## config.mk

```make
export PLATFORM = sky130hd
export DESIGN_NAME = frac_mult_seq
export DESIGN_NICKNAME = d
export VERILOG_FILES = /design/src/rtl/frac_mult_seq.sv
export SDC_FILE = /design/constraint.sdc
export NUM_CORES = 1
export LEC_CHECK = 0
export CORE_MARGIN = 2
export CORE_UTILIZATION = 30
export DETAILED_ROUTE_END_ITERATION = 7
export DONT_BUFFER_PORTS = 1
export PLACE_DENSITY = 0.48
export SYNTH_ARGS = -nofsm -noshare
export SYNTH_HDL_FRONTEND = slang
export SYNTH_SLANG_ARGS = --single-unit
```

## constraint.sdc

```tcl
create_clock -name clk -period 8.5 [get_ports clk]
set_input_delay 0.85 -clock clk [delete_from_list [all_inputs] [get_ports clk]]
set_output_delay 0.85 -clock clk [all_outputs]
set_load 0.005 [all_outputs]
```

## src/rtl/frac_mult_seq.sv

```systemverilog
// Shift-add signed Q1.(n-1) multiplier: accept-to-done n+1 cycles, start ignored while busy.
// Define FRAC_MULT_ROUND_EN for round-half-up on result; default build truncates.
module frac_mult_seq #(
   parameter int n = 8
) (
   input  logic           clk,
   input  logic           reset,
   input  logic           start,
   input  logic [n-1:0]   a,
   input  logic [n-1:0]   b,
   output logic           busy,
   output logic           done,
   output logic [n-1:0]   result,
   output logic [2*n-1:0] product
);
   localparam int CW = (n > 1) ? $clog2(n) : 1;
   localparam logic [n-1:0] MAXPOS = {1'b0, {(n-1){1'b1}}};

   typedef enum logic [1:0] {S_IDLE, S_LOAD, S_RUN, S_DONE} state_t;

   state_t           r_state;
   logic [n-1:0]     r_a;
   logic [n-1:0]     r_b;
   logic [2*n-1:0]   r_acc;
   logic [CW-1:0]    r_cnt;
   logic             r_busy;
   logic             r_done;
   logic [n-1:0]     r_result;
   logic [2*n-1:0]   r_product;

   logic [2*n-1:0]   w_pp;
   logic [2*n-1:0]   w_acc_next;
   logic             w_last;
   logic [n-1:0]     w_trunc;
   logic             w_ovf;
   logic [n-1:0]     w_result;

   assign w_last = (r_cnt == CW'(n-1));
   assign w_pp   = {{n{r_a[n-1]}}, r_a} << r_cnt;

   // The multiplier MSB carries weight -2^(n-1), so its partial product is subtracted.
   always_comb begin
      w_acc_next = r_acc;
      if (r_b[r_cnt]) begin
         if (w_last)
            w_acc_next = r_acc - w_pp;
         else
            w_acc_next = r_acc + w_pp;
      end
   end

   assign w_trunc = w_acc_next[2*n-2:n-1];
   assign w_ovf   = w_acc_next[2*n-1] ^ w_acc_next[2*n-2];

`ifdef FRAC_MULT_ROUND_EN
   logic w_rnd;
   assign w_rnd = w_acc_next[n-2];
   always_comb begin
      w_result = w_trunc + {{(n-1){1'b0}}, w_rnd};
      if (w_ovf || (w_rnd && (w_trunc == MAXPOS)))
         w_result = MAXPOS;
   end
`else
   always_comb begin
      w_result = w_trunc;
      if (w_ovf)
         w_result = MAXPOS;
   end
`endif

   // LOAD is the capture cycle; busy rises on the edge that enters RUN.
   always_ff @(posedge clk) begin
      if (reset) begin
         r_state   <= S_IDLE;
         r_a       <= '0;
         r_b       <= '0;
         r_acc     <= '0;
         r_cnt     <= '0;
         r_busy    <= 1'b0;
         r_done    <= 1'b0;
         r_result  <= '0;
         r_product <= '0;
      end else begin
         r_done <= 1'b0;
         case (r_state)
            S_IDLE, S_DONE: begin
               if (start) begin
                  r_a     <= a;
                  r_b     <= b;
                  r_acc   <= '0;
                  r_cnt   <= '0;
                  r_state <= S_LOAD;
               end else begin
                  r_state <= S_IDLE;
               end
            end
            S_LOAD: begin
               r_busy  <= 1'b1;
               r_state <= S_RUN;
            end
            S_RUN: begin
               r_acc <= w_acc_next;
               r_cnt <= r_cnt + CW'(1);
               if (w_last) begin
                  r_busy    <= 1'b0;
                  r_done    <= 1'b1;
                  r_product <= w_acc_next;
                  r_result  <= w_result;
                  r_state   <= S_DONE;
               end
            end
            default: r_state <= S_IDLE;
         endcase
      end
   end

   assign busy    = r_busy;
   assign done    = r_done;
   assign result  = r_result;
   assign product = r_product;
endmodule

```

==> results of run 1 <==
==> cells in the mapped netlist, drive strengths merged, types with 2 or more instances <==
| cell type | n |
|---|---|
| a211oi | 16 |
| a21oi | 46 |
| ha | 20 |
| and4 | 3 |
| o22ai | 3 |
| a22oi | 7 |
| nand3 | 4 |
| nor3 | 18 |
| or4 | 2 |
| dfxtp | 63 |
| o21ai | 19 |
| o2bb2a | 3 |
| o311ai | 2 |
| xnor2 | 10 |
| and3 | 3 |
| clkbuf | 31 |
| nor2b | 6 |
| or2 | 2 |
| a311oi | 5 |
| o31a | 4 |
| nand2 | 70 |
| a2bb2oi | 2 |
| xor2 | 15 |
| o21a | 7 |
| mux4 | 7 |
| nor4 | 2 |
| or3b | 2 |
| a21o | 2 |
| inv | 11 |
| nor2 | 74 |
| mux2i | 18 |
| buf | 6 |
| a31oi | 4 |
| o41ai | 2 |
| o211ai | 2 |
| and2 | 7 |
| o31ai | 4 |
| nand2b | 8 |
==> path summary, 6_finish.rpt <==
path	startpoint	to	slack, ns	cells after the start
setup / recovery	r_cnt[0]	result[3]	3.12	17
hold / removal	r_b[1]	r_b[1]	0.45	2
setup reg to reg	r_cnt[0]	result[3]	3.12	17
hold reg to reg	r_b[1]	r_b[1]	0.45	2
==> area by class of cell <==
type	count	share of cell area [%]
multi-input combinational	412	59.1
sequential	63	27.9
clock buffer	11	5.36
tap	176	4.86
clock inverter	5	1.27
inverter	11	0.912
timing repair buffer	4	0.663
==> metrics by stage <==
stage,total power [mW],cells,setup WS [ns],hold slack (ns),instance area [um2]
finish,1.37,682,3.12,0.449,4530
global route,1.48,682,2.60,0.475,4530
CTS,1.38,682,3.14,0.454,4530
detailed placement,1.01,666,3.13,0.447,4230
global placement,1.00,666,3.36,0.438,4230
floorplan,0.869,523,4.07,0.433,4120
==> power breakdown <==
group	internal (mW)	switching, mW
Combinational	0.258	0.388
Sequential	0.320	0.0350
Clock	0.234	0.136
==> registers in the layout, summed over array words and instances, names as in the netlist <==
| name | cells |
|---|---|
| product | 16 |
| r_acc | 16 |
| r_a | 8 |
| r_b | 8 |
| result | 8 |
| r_cnt | 3 |
| r_state | 2 |
| busy | 1 |
| done | 1 |
==> worst max-delay path, delay by kind of cell (launching register included) <==
family	cells	cell delay [ns]
AOI/OAI and AO/OA	5	1.46
adders and majority gates	1	0.36
xor gates and xnor gates	2	0.42
DFF	1	1.02
and+or+nand+nor	8	1.33
muxes	1	0.64
==> cell families (layout without fill, tap and decap cells) <==
| group | Yosys count | count (layout) |
|---|---|---|
| buffers and inverters | 48 | 31 |
| AND/OR/NAND/NOR | 204 | 204 |
| flip-flops | 63 | 63 |
| adder cells (fa/ha/maj) | 21 | 21 |
| multiplexers | 26 | 26 |
| XOR/XNOR | 25 | 25 |
| AO/OA/AOI/OAI | 136 | 136 |
==> per-layer routing <==
metal / track usage [%] / routed length [um]
met5: 0 / 0
met4: 4.94 / 122
met3: 4.61 / 475
met2: 24.3 / 4980
met1: 19.0 / 4830
==> impl_metrics.json, run 1 <==
{
  "syn_area_um2": 4120,
  "cts_root_buffer": "clkbuf_16",
  "critPathMaxFanout": 27,
  "totalWireLength_um": 10400,
  "cp-end-kind": "register",
  "antenna_left": 0,
  "post_cts_resized": 0,
  "synth_top_cell_area_share_pct": 30.6,
  "drt_pre_antenna_iters": 4,
  "hold_buffers": 0,
  "grt_overflow_total": 0,
  "ys.flop_type": "dfxtp_1",
  "final-seq-area_um2": 1260,
  "hold_path_class": "reg -> reg",
  "globalplace.congestion": 0.843,
  "setup_tns_ns": 0,
  "cts.sinks": 63,
  "layout_commonest_cell": "nor2_1",
  "nets": 541,
  "grt_max_degree": 64,
  "synth_top_family_by_area": "simple AND/OR/NAND/NOR gates",
  "synth.area.mux_share_pct": 8.48,
  "ys_types": 57,
  "multi_input_area_um2": 2670,
  "worst-endpoint-arrival_ns": 5.58,
  "tritoncts": "built",
  "cp.required_ns": 8.70,
  "fill_cells": 1382,
  "grt_pass1_vias": 3431,
  "yosys.area_share.adder_pct": 6.57,
  "drc": 0,
  "critPathKind": "reg -> reg",
  "antenna_found_initial": 0,
  "syn_inst": 523,
  "rows": 42,
  "grt_pass1_wl_um": 17300,
  "synth-simple-area-share_pct": 22.6,
  "fin_crit_sh_pct": 63.3,
  "cts_max_level": 3,
  "cp_slowest_cell": "dfxtp_1",
  "track_usage_pct": 15.0,
  "setup_viol": 0,
  "rsz0062_at_grt": "no",
  "p_per_area_nw_per_um2": 303,
  "start_util_pct": 31.0,
  "core_area_um2": 13300,
  "syn_nets": 563,
  "ios": 45,
  "skew_ns": 0.00610,
  "cp-start-kind": "register",
  "ys_warn_count": 0,
  "yosysSeqAreaShare_pct": 30.6,
  "path_clk_slew_ns": 0.05,
  "vdd_drop_max_mv": 0.194,
  "final_util_pct": 34.0,
  "ys_seq_elements": 63,
  "routed-via-count": 3594,
  "async_flop_share_pct": 0,
  "final_layout_size_suffix_gt1_share_pct": 6.92,
  "cts_setup_buffers": 0,
  "hpwl_um": 7660,
  "synth.top_cells.by_area": "dfxtp_1, nor2_1, nand2_1, ha_1, a21oi_1",
  "syn_area_per_cell_um2": 7.87,
  "die_area_um2": 14700,
  "maxCapViolCount": 0,
  "worstSkewPairLatency_ns": 0.34,
  "cp_slowest_stage_delay_ns": 1.02,
  "area_growth_pct": 10.0,
  "hold_violations": 0,
  "layout_common_cells": "nor2_1, nand2_1, dfxtp_1",
  "synth.largest_area_cell": "dfxtp_1",
  "via_per_inst": 5.27,
  "slew_headroom_pct": 29.4,
  "wl_per_cell_um": 15.3,
  "io_buffers": 0,
  "maxSlewViolCount": 0,
  "cts_made_buffers": 9,
  "status": "complete, no violations",
  "drtIter0Drc": 255,
  "path_cells": "mux4_2 -> a21oi_1 -> and4_1 -> and3_1 -> nor2b_1 -> nand2_1 -> nand2b_1 -> xnor2_1 -> ha_1 -> and3_1 -> o311ai_0 -> a41oi_1 -> nor4_1 -> a221o_1 -> nor4_4 -> xnor2_1 -> a311oi_1",
  "fin_crit_ns": 5.38,
  "synth_edf_count": 0,
  "die_h_um": 121,
  "die_w_um": 121,
  "synth_compound_area_share_pct": 21.7,
  "power_leakage_nw": 1.67,
  "antenna_cells": 0,
  "clock_path_buffers": 2,
  "worst_pin_slew_ns": 1.06,
  "synthXorXnorAreaFrac_pct": 5.32,
  "fmax_mhz": 186
}
Note: power is estimated with default switching activity, not from simulation.
==> run 2: changes to the inputs <==
==> constraint.sdc (replaced) <==
create_clock -name clk -period 5.1 [get_ports clk]
set_input_delay 0.51 -clock clk [delete_from_list [all_inputs] [get_ports clk]]
set_output_delay 0.51 -clock clk [all_outputs]
set_load 0.005 [all_outputs]
==> impl_metrics.json, run 2 (synthesis gave the netlist of run 1 again) <==
{
  "status": "complete, no violations",
  "cp-start-kind": "register",
  "rows": 42,
  "path_clk_slew_ns": 0.05,
  "drt_pre_antenna_iters": 4,
  "final-seq-area_um2": 1260,
  "ios": 45,
  "die_w_um": 121,
  "skew_ns": 0.00492,
  "globalplace.congestion": 0.861,
  "cp-end-kind": "register",
  "worst_pin_slew_ns": 0.707,
  "cp.required_ns": 5.34,
  "worstSkewPairLatency_ns": 0.34,
  "hpwl_um": 7760,
  "layout_commonest_cell": "nor2_1",
  "grt_pass1_wl_um": 16800,
  "cts.sinks": 63,
  "setup_tns_ns": 0,
  "path_cells": "buf_4 -> or3b_2 -> nand2b_1 -> ha_1 -> and4_1 -> and3_1 -> nor2b_1 -> nand2_1 -> nand2b_1 -> xnor2_1 -> ha_1 -> nand3_1 -> nor3_1 -> a31oi_1 -> a41oi_2 -> nor4_1 -> a221o_1 -> nor4_4 -> xnor2_1 -> buf_4 -> a311oi_1",
  "worst-endpoint-arrival_ns": 4.85,
  "totalWireLength_um": 10200,
  "rsz0062_at_grt": "no",
  "slew_headroom_pct": 52.9,
  "io_buffers": 0,
  "die_h_um": 121,
  "vdd_drop_max_mv": 0.317,
  "grt_use_met3_pct": 3.57,
  "multi_input_area_um2": 2680,
  "fill_cells": 1409,
  "grt_overflow_total": 0,
  "use_met1_pct": 19.2,
  "hold_violations": 0,
  "die_area_um2": 14700,
  "final_layout_size_suffix_gt1_share_pct": 8.77,
  "whs_ns": 0.241,
  "hold_path_class": "in -> reg",
  "setup_viol": 0,
  "grt_max_degree": 64,
  "timing.final.ws_setup_ns": 0.485,
  "cts_max_level": 3,
  "cts_made_buffers": 9,
  "cp_slowest_stage_delay_ns": 0.50,
  "cp.buffers_inverters": 2,
  "cp_slowest_cell": "or3b_2",
  "p_per_area_nw_per_um2": 484,
  "critPathMaxFanout": 11,
  "antenna_left": 0,
  "grt_busiest_layer": "met2",
  "maxSlewViolCount": 0,
  "layout_common_cells": "nor2_1, nand2_1, dfxtp_1",
  "core_area_um2": 13300,
  "hold_buffers": 0,
  "fin_crit_sh_pct": 90.5,
  "fin_crit_ns": 4.62,
  "wl_per_cell_um": 14.8,
  "use_met2_pct": 23.4,
  "clock_path_buffers": 2,
  "drtIter0Drc": 190,
  "maxCapViolCount": 0,
  "cpLargestDelayFamily": "simple AND/OR/NAND/NOR gates",
  "fmax_mhz": 217,
  "pre_cts_ws_ns": 0.204,
  "start_util_pct": 31.0,
  "cts_root_buffer": "clkbuf_16",
  "antenna_cells": 0,
  "via_per_inst": 5.14,
  "antenna_found_initial": 0,
  "drc": 0,
  "area_growth_pct": 10.9,
  "nets": 549,
  "routed-via-count": 3541,
  "grt_pass1_vias": 3283,
  "track_usage_pct": 14.7,
  "tritoncts": "built",
  "power_leakage_nw": 1.71,
  "critPathKind": "reg -> reg"
}
==> run 2: cell type report <==
class                           instances  area share (%)
Multi-Input combinational cell        412            58.8
Sequential cell                        63            27.7
Clock buffer                           11            5.32
Tap cell                              176            4.83
Timing Repair Buffer                   12            1.97
Inverter                               11           0.905
Clock inverter                          4           0.494
==> run 2: report_power, final <==
part	internal, mW	switching, mW
sequential	0.534	0.0484
clock	0.336	0.210
combinational	0.438	0.644
==> run 2: per-layer routing <==
| metal | vias to the layer above | routed length, um |
|---|---|---|
| li1 | 1839 | - |
| met1 | 1635 | 4900 |
| met2 | 53 | 4770 |
| met3 | 14 | 350 |
| met4 | 0 | 170 |
| met5 | - | 0 |
==> run 2: what timing repair did <==
action                     in CTS  in global routing
hold endpoints to repair        0                  0
setup endpoints to repair       0                  7
gates resized for setup         0                  3
setup buffers                   0                  1
==> run 2: through the flow <==
stage / instances / instance area [um2] / util, % / power [mW]
after floorplan: 523 / 4120 / - / 1.45
after global placement: 673 / 4280 / 32.2 / 1.67
after detailed placement: 673 / 4280 / 32.2 / 1.69
after CTS: 688 / 4540 / 34.2 / 2.24
after global routing: 689 / 4560 / 34.3 / 2.40
final: 689 / 4560 / 34.3 / 2.21
==> run 2: worst register-to-register path: stages (launching register included) <==
cell and delay, ns:
dfxtp_2 0.39, buf_4 0.20, or3b_2 0.50, nand2b_1 0.18, ha_1 0.24, and4_1 0.16, and3_1 0.15, nor2b_1 0.14
nand2_1 0.09, nand2b_1 0.07, xnor2_1 0.14, ha_1 0.36, nand3_1 0.12, nor3_1 0.15, a31oi_1 0.07, a41oi_2 0.33
nor4_1 0.09, a221o_1 0.38, nor4_4 0.22, xnor2_1 0.10, buf_4 0.17, a311oi_1 0.26
==> run 2: worst paths after layout <==
kind                                from    endpoint  slack, ns  cells after the start
worst max-delay path            r_cnt[0]   result[3]       0.48                     21
worst min-delay path               reset  product[3]       0.24                      1
worst max register to register  r_cnt[0]   result[3]       0.48                     21
worst min register to register    r_b[4]      r_b[4]       0.45                      2
